===== config.mk =====
export PLATFORM = sky130hd
export DESIGN_NAME = fetch_sequencer
export DESIGN_NICKNAME = d
export VERILOG_FILES = /design/src/rtl/fetch_sequencer.sv
export SDC_FILE = /design/constraint.sdc
export NUM_CORES = 1
export LEC_CHECK = 0
export ABC_AREA = 0
export CORE_UTILIZATION = 39
export CTS_CLUSTER_DIAMETER = 200
export DETAILED_ROUTE_END_ITERATION = 10
export PLACE_DENSITY = 0.76
export SYNTH_ARGS = -nofsm -noshare
export SYNTH_HDL_FRONTEND = slang
export SYNTH_SLANG_ARGS = --single-unit

===== constraint.sdc =====
create_clock -name clk -period 1.6 [get_ports clk]
set_input_delay 0.16 -clock clk [delete_from_list [all_inputs] [get_ports clk]]
set_output_delay 0.16 -clock clk [all_outputs]
set_load 0.02 [all_outputs]

===== src/rtl/fetch_sequencer.sv =====
// Instruction-fetch controller: owns the fetch PC, issues req/ready fetches to
// instruction memory and holds one registered instruction at the IF/ID boundary.
module fetch_sequencer #(
    parameter logic [15:0] RESET_PC   = 16'h0000,
    parameter logic [3:0]  HLT_OPCODE = 4'hF
) (
    input  logic        clk,
    input  logic        rst,
    input  logic        stall,
    input  logic        redirect,
    input  logic [15:0] redirect_pc,
    output logic        imem_req,
    output logic [15:0] imem_addr,
    input  logic        imem_ready,
    input  logic [15:0] imem_rdata,
    output logic        if_valid,
    output logic [15:0] if_instr,
    output logic [15:0] if_pc,
    output logic [15:0] if_pc_plus2,
    output logic [15:0] pc,
    output logic        halted
);

    typedef enum logic {
        FETCH = 1'b0,
        HALT  = 1'b1
    } state_t;

    state_t      state_q, state_d;
    logic [15:0] pc_q, pc_d;
    logic        valid_q, valid_d;
    logic [15:0] instr_q, instr_d;
    logic [15:0] if_pc_q, if_pc_d;
    logic [15:0] if_pc2_q, if_pc2_d;

    logic        buf_free;
    logic        accept;
    logic        accept_hlt;
    logic [15:0] pc_inc;

    // The buffer can take a new instruction when empty or being consumed this cycle.
    assign buf_free   = !valid_q || !stall;
    assign pc_inc     = pc_q + 16'd2;

    // Redirect and reset keep req low so a late imem_ready can never be accepted.
    assign imem_req   = (state_q == FETCH) && buf_free && !redirect && !rst;
    assign imem_addr  = pc_q;
    assign accept     = imem_req && imem_ready;
    assign accept_hlt = accept && (imem_rdata[15:12] == HLT_OPCODE);

    always_comb begin
        // NOTE: every signal written here gets its default first, so no latch is inferred.
        state_d  = state_q;
        pc_d     = pc_q;
        valid_d  = valid_q;
        instr_d  = instr_q;
        if_pc_d  = if_pc_q;
        if_pc2_d = if_pc2_q;

        if (redirect) begin
            // Squash the wrong-path instruction and restart fetch at the target.
            valid_d = 1'b0;
            pc_d    = redirect_pc;
            state_d = FETCH;
        end else if (accept) begin
            valid_d  = 1'b1;
            instr_d  = imem_rdata;
            if_pc_d  = pc_q;
            if_pc2_d = pc_inc;
            if (accept_hlt) begin
                // PC stays on the HLT so a later redirect is the only way forward.
                state_d = HALT;
            end else begin
                pc_d = pc_inc;
            end
        end else if (valid_q && !stall) begin
            valid_d = 1'b0;
        end
    end

    always_ff @(posedge clk) begin
        // NOTE: state registers use non-blocking assignments so every flop samples pre-edge values.
        if (rst) begin
            state_q  <= FETCH;
            pc_q     <= RESET_PC;
            valid_q  <= 1'b0;
            instr_q  <= 16'h0000;
            if_pc_q  <= 16'h0000;
            if_pc2_q <= 16'h0000;
        end else begin
            state_q  <= state_d;
            pc_q     <= pc_d;
            valid_q  <= valid_d;
            instr_q  <= instr_d;
            if_pc_q  <= if_pc_d;
            if_pc2_q <= if_pc2_d;
        end
    end

    assign if_valid    = valid_q;
    assign if_instr    = instr_q;
    assign if_pc       = if_pc_q;
    assign if_pc_plus2 = if_pc2_q;
    assign pc          = pc_q;
    assign halted      = (state_q == HALT);

endmodule


# ---- Word level (Yosys, flattened, before mapping)
# Index checks and enable logic that the tools add are counted.
# W data, S select, Z words.
dict set report op_classes {
  add_sub_neg 1
  n_eq_ne 2
  muxes 5
  bitwise_logic 2
  reduce_logical 17
}
# op n
set op_table {}
lappend op_table {{$mux W16} 3}
lappend op_table {{$add A16 B2 Y16 const B} 1}
lappend op_table {{$logic_and A1 B1 Y1} 6}
lappend op_table {{$reduce_and A2 Y1} 3}
lappend op_table {{$eq A4 B4 Y1 const B} 1}
lappend op_table {{$logic_not A1 Y1} 4}
lappend op_table {{$reduce_bool A2 Y1} 2}
lappend op_table {{$mux W1} 2}
lappend op_table {{$ne A2 B2 Y1 const B} 1}
lappend op_table {{$not A1 Y1} 2}
lappend op_table {{$reduce_or A2 Y1} 1}
lappend op_table {{$logic_or A1 B1 Y1} 1}
dict set report word_totals {
  ff_bits 66
  inputBits 37
  output_inout_bits 83
  wordCells 33
}

# ---- Logic depth before layout (Yosys ltp)
# Gate-level depths: netlist (run 1).
dict set report depth {
  depth_word 10
  depth_mapped 6
  mapped_depth_nobuf 5
}

# ---- Worst setup path after synthesis (run 1)
# OpenSTA, ideal clock, no wires.
dict set report synth_timing {
  kind {register to register}
  startpoint {reg pc_q[1] (netlist: imem_addr[1])}
  endpoint {reg pc_q[15] (netlist: imem_addr[15])}
  setup_time_ps 122
  t_arrival_ps 1841
  required_ps 1478
  path_slack_ps -363
  stages_incl_launch_ff 6
  n_path_buf 0
  synth_period_minus_slack_ps 1963
  path_cell_list {dfxtp_1 ha_1 nand4_1 nor4b_1 o21bai_1 a311o_1}
}
dict set report synth_via {
  elab_chain_cells 4
}
# item line
set synth_rtl {}
lappend synth_rtl {{from (decl)} 30} ;# logic [15:0] pc_q, pc_d;
lappend synth_rtl {{from (signal assigned)} 92} ;# pc_q <= pc_d;
lappend synth_rtl {{$add A16 B2 Y16} 43} ;# assign pc_inc = pc_q + 16'd2;
lappend synth_rtl {{$mux W16} 70} ;# if (accept_hlt) begin
lappend synth_rtl {{$mux W16} 65} ;# end else if (accept) begin
lappend synth_rtl {{$mux W16} 60} ;# if (redirect) begin
# Every way passes these cells. The select of a mux whose other input is x is not followed.
# A chain may end at the register's enable or synchronous reset.

# ---- Worst setup path in the final report (run 1)
dict set report layout_timing {
  startpoint {reg pc_q[8] (netlist: imem_addr[8])}
  endpoint {reg pc_q[11] (netlist: imem_addr[11])}
}
# Same word-level chain as after synthesis.

==> results of run 1 <==
-- cell families (layout without fill, tap and decap cells) --
family | after synthesis | count (layout) | share of synthesized area
adders and majority gates | 1 | 1 | 0.004300
and+or+nand+nor | 146 | 146 | 0.2254
buffers and inverters | 52 | 208 | 0.09634
AOI/OAI and AO/OA | 84 | 84 | 0.1832
xor gates and xnor gates | 11 | 11 | 0.03312
DFF | 65 | 65 | 0.4473
muxes | 3 | 3 | 0.01032
-- flip-flops by register name, summed over array words and instances (netlist names) --
name / flops
if_instr: 16
halted: 1
if_pc_plus2: 15
if_valid: 1
imem_addr: 16
if_pc: 16
-- final timing paths --
check	from	end	slack [ps]	depth (start not counted)
setup / recovery	imem_addr[8]	imem_addr[11]	-130	4
hold / removal	rst	if_pc[7]	300	3
setup reg to reg	imem_addr[8]	imem_addr[11]	-130	4
hold reg to reg	if_instr[11]	if_instr[11]	450	2
-- power by group --
| group | leakage [nW] | internal, W | switching (W) |
|---|---|---|---|
| combinational | 1.50 | 0.000422 | 0.000464 |
| sequential | 0.536 | 0.00168 | 0.0000533 |
| clock | 0.0887 | 0.000585 | 0.000643 |
-- critical path, cell delays in order, from the launching register on --
cell and delay (ps):
dfxtp_2 410, nand4_1 230, or3_4 430, or4_1 490, o211ai_1 100
-- metal layers --
metal,up-vias,share of wire,track usage
met5,-,0,0
met4,0,0.021,0.1114
met3,20,0.092,0.06716
met2,174,0.50,0.3741
met1,1583,0.39,0.3086
li1,1552,-,-
-- cell type report --
class / instances / area share
inverter: 8 / 0.006171
tap: 99 / 0.02350
sequential: 65 / 0.2528
timing repair buffer: 185 / 0.3520
multi-input combinational: 245 / 0.3349
clock inverter: 4 / 0.003798
clock buffer: 11 / 0.02682
-- Yosys cell counts (all sizes together) --
cell    number
nand2       83
dfxtp       65
a21oi       43
buf         27
nor2        21
clkbuf      17
a211oi      13
nand3       10
xnor2        9
inv          8
nor3         7
a22oi        4
and3         4
and4         4
nand4        4
nor4         4
a311o        3
mux2i        3
nor4b        3
o21ai        3
o21bai       3
or3          3
a31oi        2
o211ai       2
o221ai       2
o22ai        2
or4          2
xor2         2
a2111o       1
a311oi       1
a32oi        1
a41oi        1
ha           1
o21ba        1
o31a         1
o41ai        1
or4b         1
-- through the flow --
step / area (um2) / worst slack [ps] / utilization / std cells
after floorplan: 3017 / -193.5 / - / 362
after global placement: 4448 / -366.2 / 0.6165 / 584
after detailed placement: 4448 / -376.3 / 0.6165 / 584
after CTS: 4656 / -65.37 / 0.6453 / 603
after global routing: 5271 / -196.5 / 0.7307 / 617
final: 5271 / -133.2 / 0.7307 / 617
-- what timing repair did --
| item | 4_1_cts | 5_1_grt |
|---|---|---|
| pin swaps | 4 | 44 |
| gates resized for setup | 43 | 97 |
| endpoints found under the setup margin | 64 | 65 |
| cloned | 2 | 7 |
| buffers inserted | 2 | 8 |
==> key figures, run 1 <==
Run status
  • Status: complete, but fails checks
  • Failing checks: setup timing

Placed design
  • Port bufs: approximately 120
  • Post-DP HPWL: 6274 um
  • RD Place Congestion: approximately 0.87

Yosys
  • Share of the synthesized area in the top cell type: 0.4473
  • Largest area contributor in the netlist: dfxtp_1
  • Synthesized net count: 400
  • Syn avg cell area: between 8 and 9 um2
  • Synthesized cell area: 2909 um2
  • Synth top area cells: dfxtp_1 45%, nand2_1 11%, a21oi_1 7.4%
  • Yosys reg bits: 65
  • Netlist cell types: 42
  • Mapped Cells: 362
  • Yosys warnings: 0
  • Post-synthesis sequential area ratio: 0.4473

Layout
  • Nets: 552
  • Ant. Diodes: 0
  • Fillcell total: around 540
  • Layout area overhead: 81.20%
  • Reg area: 1333 um2
  • Multi-input logic area: 1765 um2
  • Most common cell after layout, fill and taps aside: clkdlybuf4s50_1
  • Share of layout cells above drive strength 1: 0.3301
  • Most frequent cells in the layout: 87 x clkdlybuf4s50_1, 68 x nand2_1, 52 x dfxtp_1

Pwr
  • Cell Pwr Density: 730.3 nW/um2
  • P_leak: 2.123 nW
  • Tot Pwr: 0.003850 W
  • VDD IR-drop max: 0.0006250 V

STA
  • Hold slack: 298.5 ps
  • Highest clock rate: 577.0 MHz
  • Setup_tns: -2262 ps
  • Post-route setup slack: -133.2 ps
  • Shortest period the worst path allows: between 1500 and 2000 ps
  • Final hold vios: 0
  • Slew @ Worst Pin: 595.2 ps
  • Clk_skew: ~8.3 ps
  • Rel. slew slack: 0.6032
  • Final period utilization: 1.083
  • Final Setup Violations: 52
  • Fin. max-slew vios: 0
  • RSZ-0062 raised after global routing: yes

Clock tree
  • # hold bufs at CTS: 0
  • TritonCTS buffer count: 9
  • CTS Sinks: 65
  • Clock Latency Late Sink: 350 ps
  • Clock transition at the registers of the reported paths: 80 ps
  • CTS root buf: clkbuf_8
  • CTS Buffer Depth: 2
  • CTS tree: built
  • H-tree Lvls: 3

Drt
  • Post-DRT Antenna Nets: 0
  • Vias/cell: 5.395
  • 1st-iter DRT viols: 230
  • Drt first pass iters: 4
  • Detailed Route WL: about 11,000 um
  • Total number of vias: 3,329
  • Remaining DRCs: 0
  • Wire length per cell: 17.83 um

Worst setup path
  • Crit start category: flop
  • WP data arrival: 2010 ps
  • Worst Path Required: 1870 ps
  • Critical path class: reg2reg
  • Worst Path Max Fanout: 4
  • Critical Path End Type: flop

Die
  • Row Count: 31
  • Core Area: a little over 7000 um2
  • Initial Utilization: 0.4032
  • Die span in y: between 80 and 90 um
  • Io pins: 120
  • Die ar.: 7808 um2
  • Die W: 88.37 um

Global routing
  • Initial antenna violation count: 0
  • First-pass GRT wire length: approximately 14,000 um
  • GRT Total Usage: 0.2401
  • Grt ovf: 0
  • Pin count of the biggest net entering global routing: between 40 and 50
  • Number of global-route vias before repair: 2,909

Worst hold path
  • Hold WC Path Type: in2reg

Flow run
  • Max Cap Viol: 0
No activity file was read; power rests on OpenSTA's default activity.
==> run 2, diff against run 1 <==
--- a/config.mk
+++ b/config.mk
@@ -10,6 +10,7 @@
 export CTS_CLUSTER_DIAMETER = 200
 export DETAILED_ROUTE_END_ITERATION = 10
 export PLACE_DENSITY = 0.76
+export SKIP_CTS_REPAIR_TIMING = 1
 export SYNTH_ARGS = -nofsm -noshare
 export SYNTH_HDL_FRONTEND = slang
 export SYNTH_SLANG_ARGS = --single-unit
==> key figures, run 2 (synthesis results as in run 1) <==
Pwr
  • VDD IR-drop max: 0.0006249 V
  • P_leak: 2.198 nW
  • Clk network pwr share: 0.325
  • Cell Pwr Density: 765.4 nW/um2
  • Psw: 0.001070 W
  • Share of total power in combinational logic: 0.211
  • Switching portion of total power: 0.2868
  • Internal: 0.002660 W
  • Seq pwr share: 0.464

Drt
  • Total number of vias: 3,159
  • 1st-iter DRT viols: 220
  • Met3 WL: around 770 um
  • Post-DRT Antenna Nets: 0
  • WL met1: 4014 um
  • Drt first pass iters: 5
  • Detailed Route WL: 9482 um
  • Vias/cell: 5.196
  • Top sig layer: met4
  • Met2 routed WL: between 4000 and 5000 um
  • Remaining DRCs: 0
  • Wire length per cell: 15.60 um

Global routing
  • Initial antenna violation count: 0
  • Number of global-route vias before repair: about 2,800
  • First-pass GRT wire length: 14,000 um
  • Grt ovf: 0
  • GRT Total Usage: 0.2346
  • Pin count of the biggest net entering global routing: between 40 and 50

Clock tree
  • H-tree Lvls: 3
  • CTS Buffer Depth: 2
  • TritonCTS buffer count: 9
  • Clock transition at the registers of the reported paths: 70 ps
  • Clock Latency Late Sink: 350 ps
  • CTS root buf: clkbuf_8
  • CTS tree: built
  • CTS Sinks: 65

Placed design
  • Post-DP HPWL: 6274 um
  • RD Place Congestion: 0.8659
  • Worst slack, placed: -376.3 ps
  • Port bufs: 119

Die
  • Die ar.: between 7000 and 8000 um2
  • Row Count: 31
  • Io pins: 120
  • Die span in y: 88.37 um
  • Initial Utilization: 0.4032
  • Core Area: roughly 7000 um2
  • Die W: between 80 and 90 um

Run status
  • Status: complete, but fails checks
  • Failing checks: setup timing

Worst setup path
  • Worst Path Required: approximately 1900 ps
  • Critical Path End Type: flop
  • Crit start category: flop
  • R2R depth: 5
  • Worst reg2reg startpoint: imem_addr[1]
  • Worst Path Max Fanout: 4
  • Reg-to-reg critical path endpoint: imem_addr[11]
  • WP data arrival: 1980 ps
  • Critical path class: reg2reg
  • R2R Setup Slk: -110 ps

Layout
  • Most common cell after layout, fill and taps aside: clkdlybuf4s50_1
  • Nets: 543
  • Most frequent cells in the layout: 87 x clkdlybuf4s50_1, 83 x nand2_1, 52 x dfxtp_1
  • Ant. Diodes: 0
  • Share of layout cells above drive strength 1: 0.1984
  • Layout area overhead: 67.53%

Worst hold path
  • Worst Hold Path EP: if_pc[7]
  • Hold WC Path Type: in2reg
  • Hold path startpoint: rst
  • Worst hold path cell count: 3

STA
  • Final Setup Violations: 41
  • Final period utilization: 1.070
  • Fin. max-slew vios: 0
  • Highest clock rate: 583.9 MHz
  • Slew @ Worst Pin: approximately 480 ps
  • Rel. slew slack: 0.6816
  • Shortest period the worst path allows: around 1700 ps
  • Post-route setup slack: -112.7 ps
  • Hold slack: 280.2 ps
  • Final hold vios: 0
  • Clk_skew: 8.434 ps
  • RSZ-0062 raised after global routing: yes

Flow run
  • Max Cap Viol: 0
[run 2: area by class of cell]
type,instances,area [um2]
Clock buffer,11,141.4
Clock inverter,4,20.02
Fill cell,604,2341
Inverter,8,32.53
Multi-Input combinational cell,245,1439
Sequential cell,65,1330
Tap cell,99,123.9
Timing Repair Buffer,176,1787
[run 2: worst max-delay path: stages, from the launching register on]
cell and delay [ps]:
dfxtp_4 380, ha_4 130, nand4_1 160, or3_4 380
or4_1 490, o211ai_1 100
[run 2: worst max-delay path by stage]
| stage | from | endpoint | cells past startpoint |
|---|---|---|---|
| floorplan | if_valid | imem_addr[13] | 6 |
| global placement | stall | imem_addr[5] | 7 |
| detailed placement | stall | imem_addr[10] | 7 |
| CTS | if_valid | imem_req | 3 |
| global route | imem_addr[1] | imem_addr[11] | 5 |
| finish | imem_addr[1] | imem_addr[11] | 5 |
[run 2: per-layer routing]
layer  global-route usage  up-vias
met5                    0        -
met4              0.09531        0
met3              0.06250       17
met2               0.3671      144
met1               0.3076     1475
li1                     -     1523
[run 2: power groups by stage]
stage / combinational (W) / sequential (W) / clock [W]
after global placement: 0.000740 / 0.00176 / 0
after floorplan: 0.000298 / 0.00185 / 0
after global routing: 0.000840 / 0.00174 / 0.00130
after detailed placement: 0.000750 / 0.00177 / 0
final: 0.000786 / 0.00173 / 0.00121
after CTS: 0.000752 / 0.00173 / 0.00123
[run 2: per-stage QoR]
stage                     utilization  cells  total power [W]  instance area [um2]  TNS [ps]
final                          0.6755    608         0.003730                 4873     -2865
after global routing           0.6755    608         0.003875                 4873     -6491
after CTS                      0.6389    599         0.003712                 4609     -3551
after detailed placement       0.6165    584         0.002515                 4448    -15830
after global placement         0.6165    584         0.002504                 4448    -14580
after floorplan                     -    362         0.002151                 3017     -2258
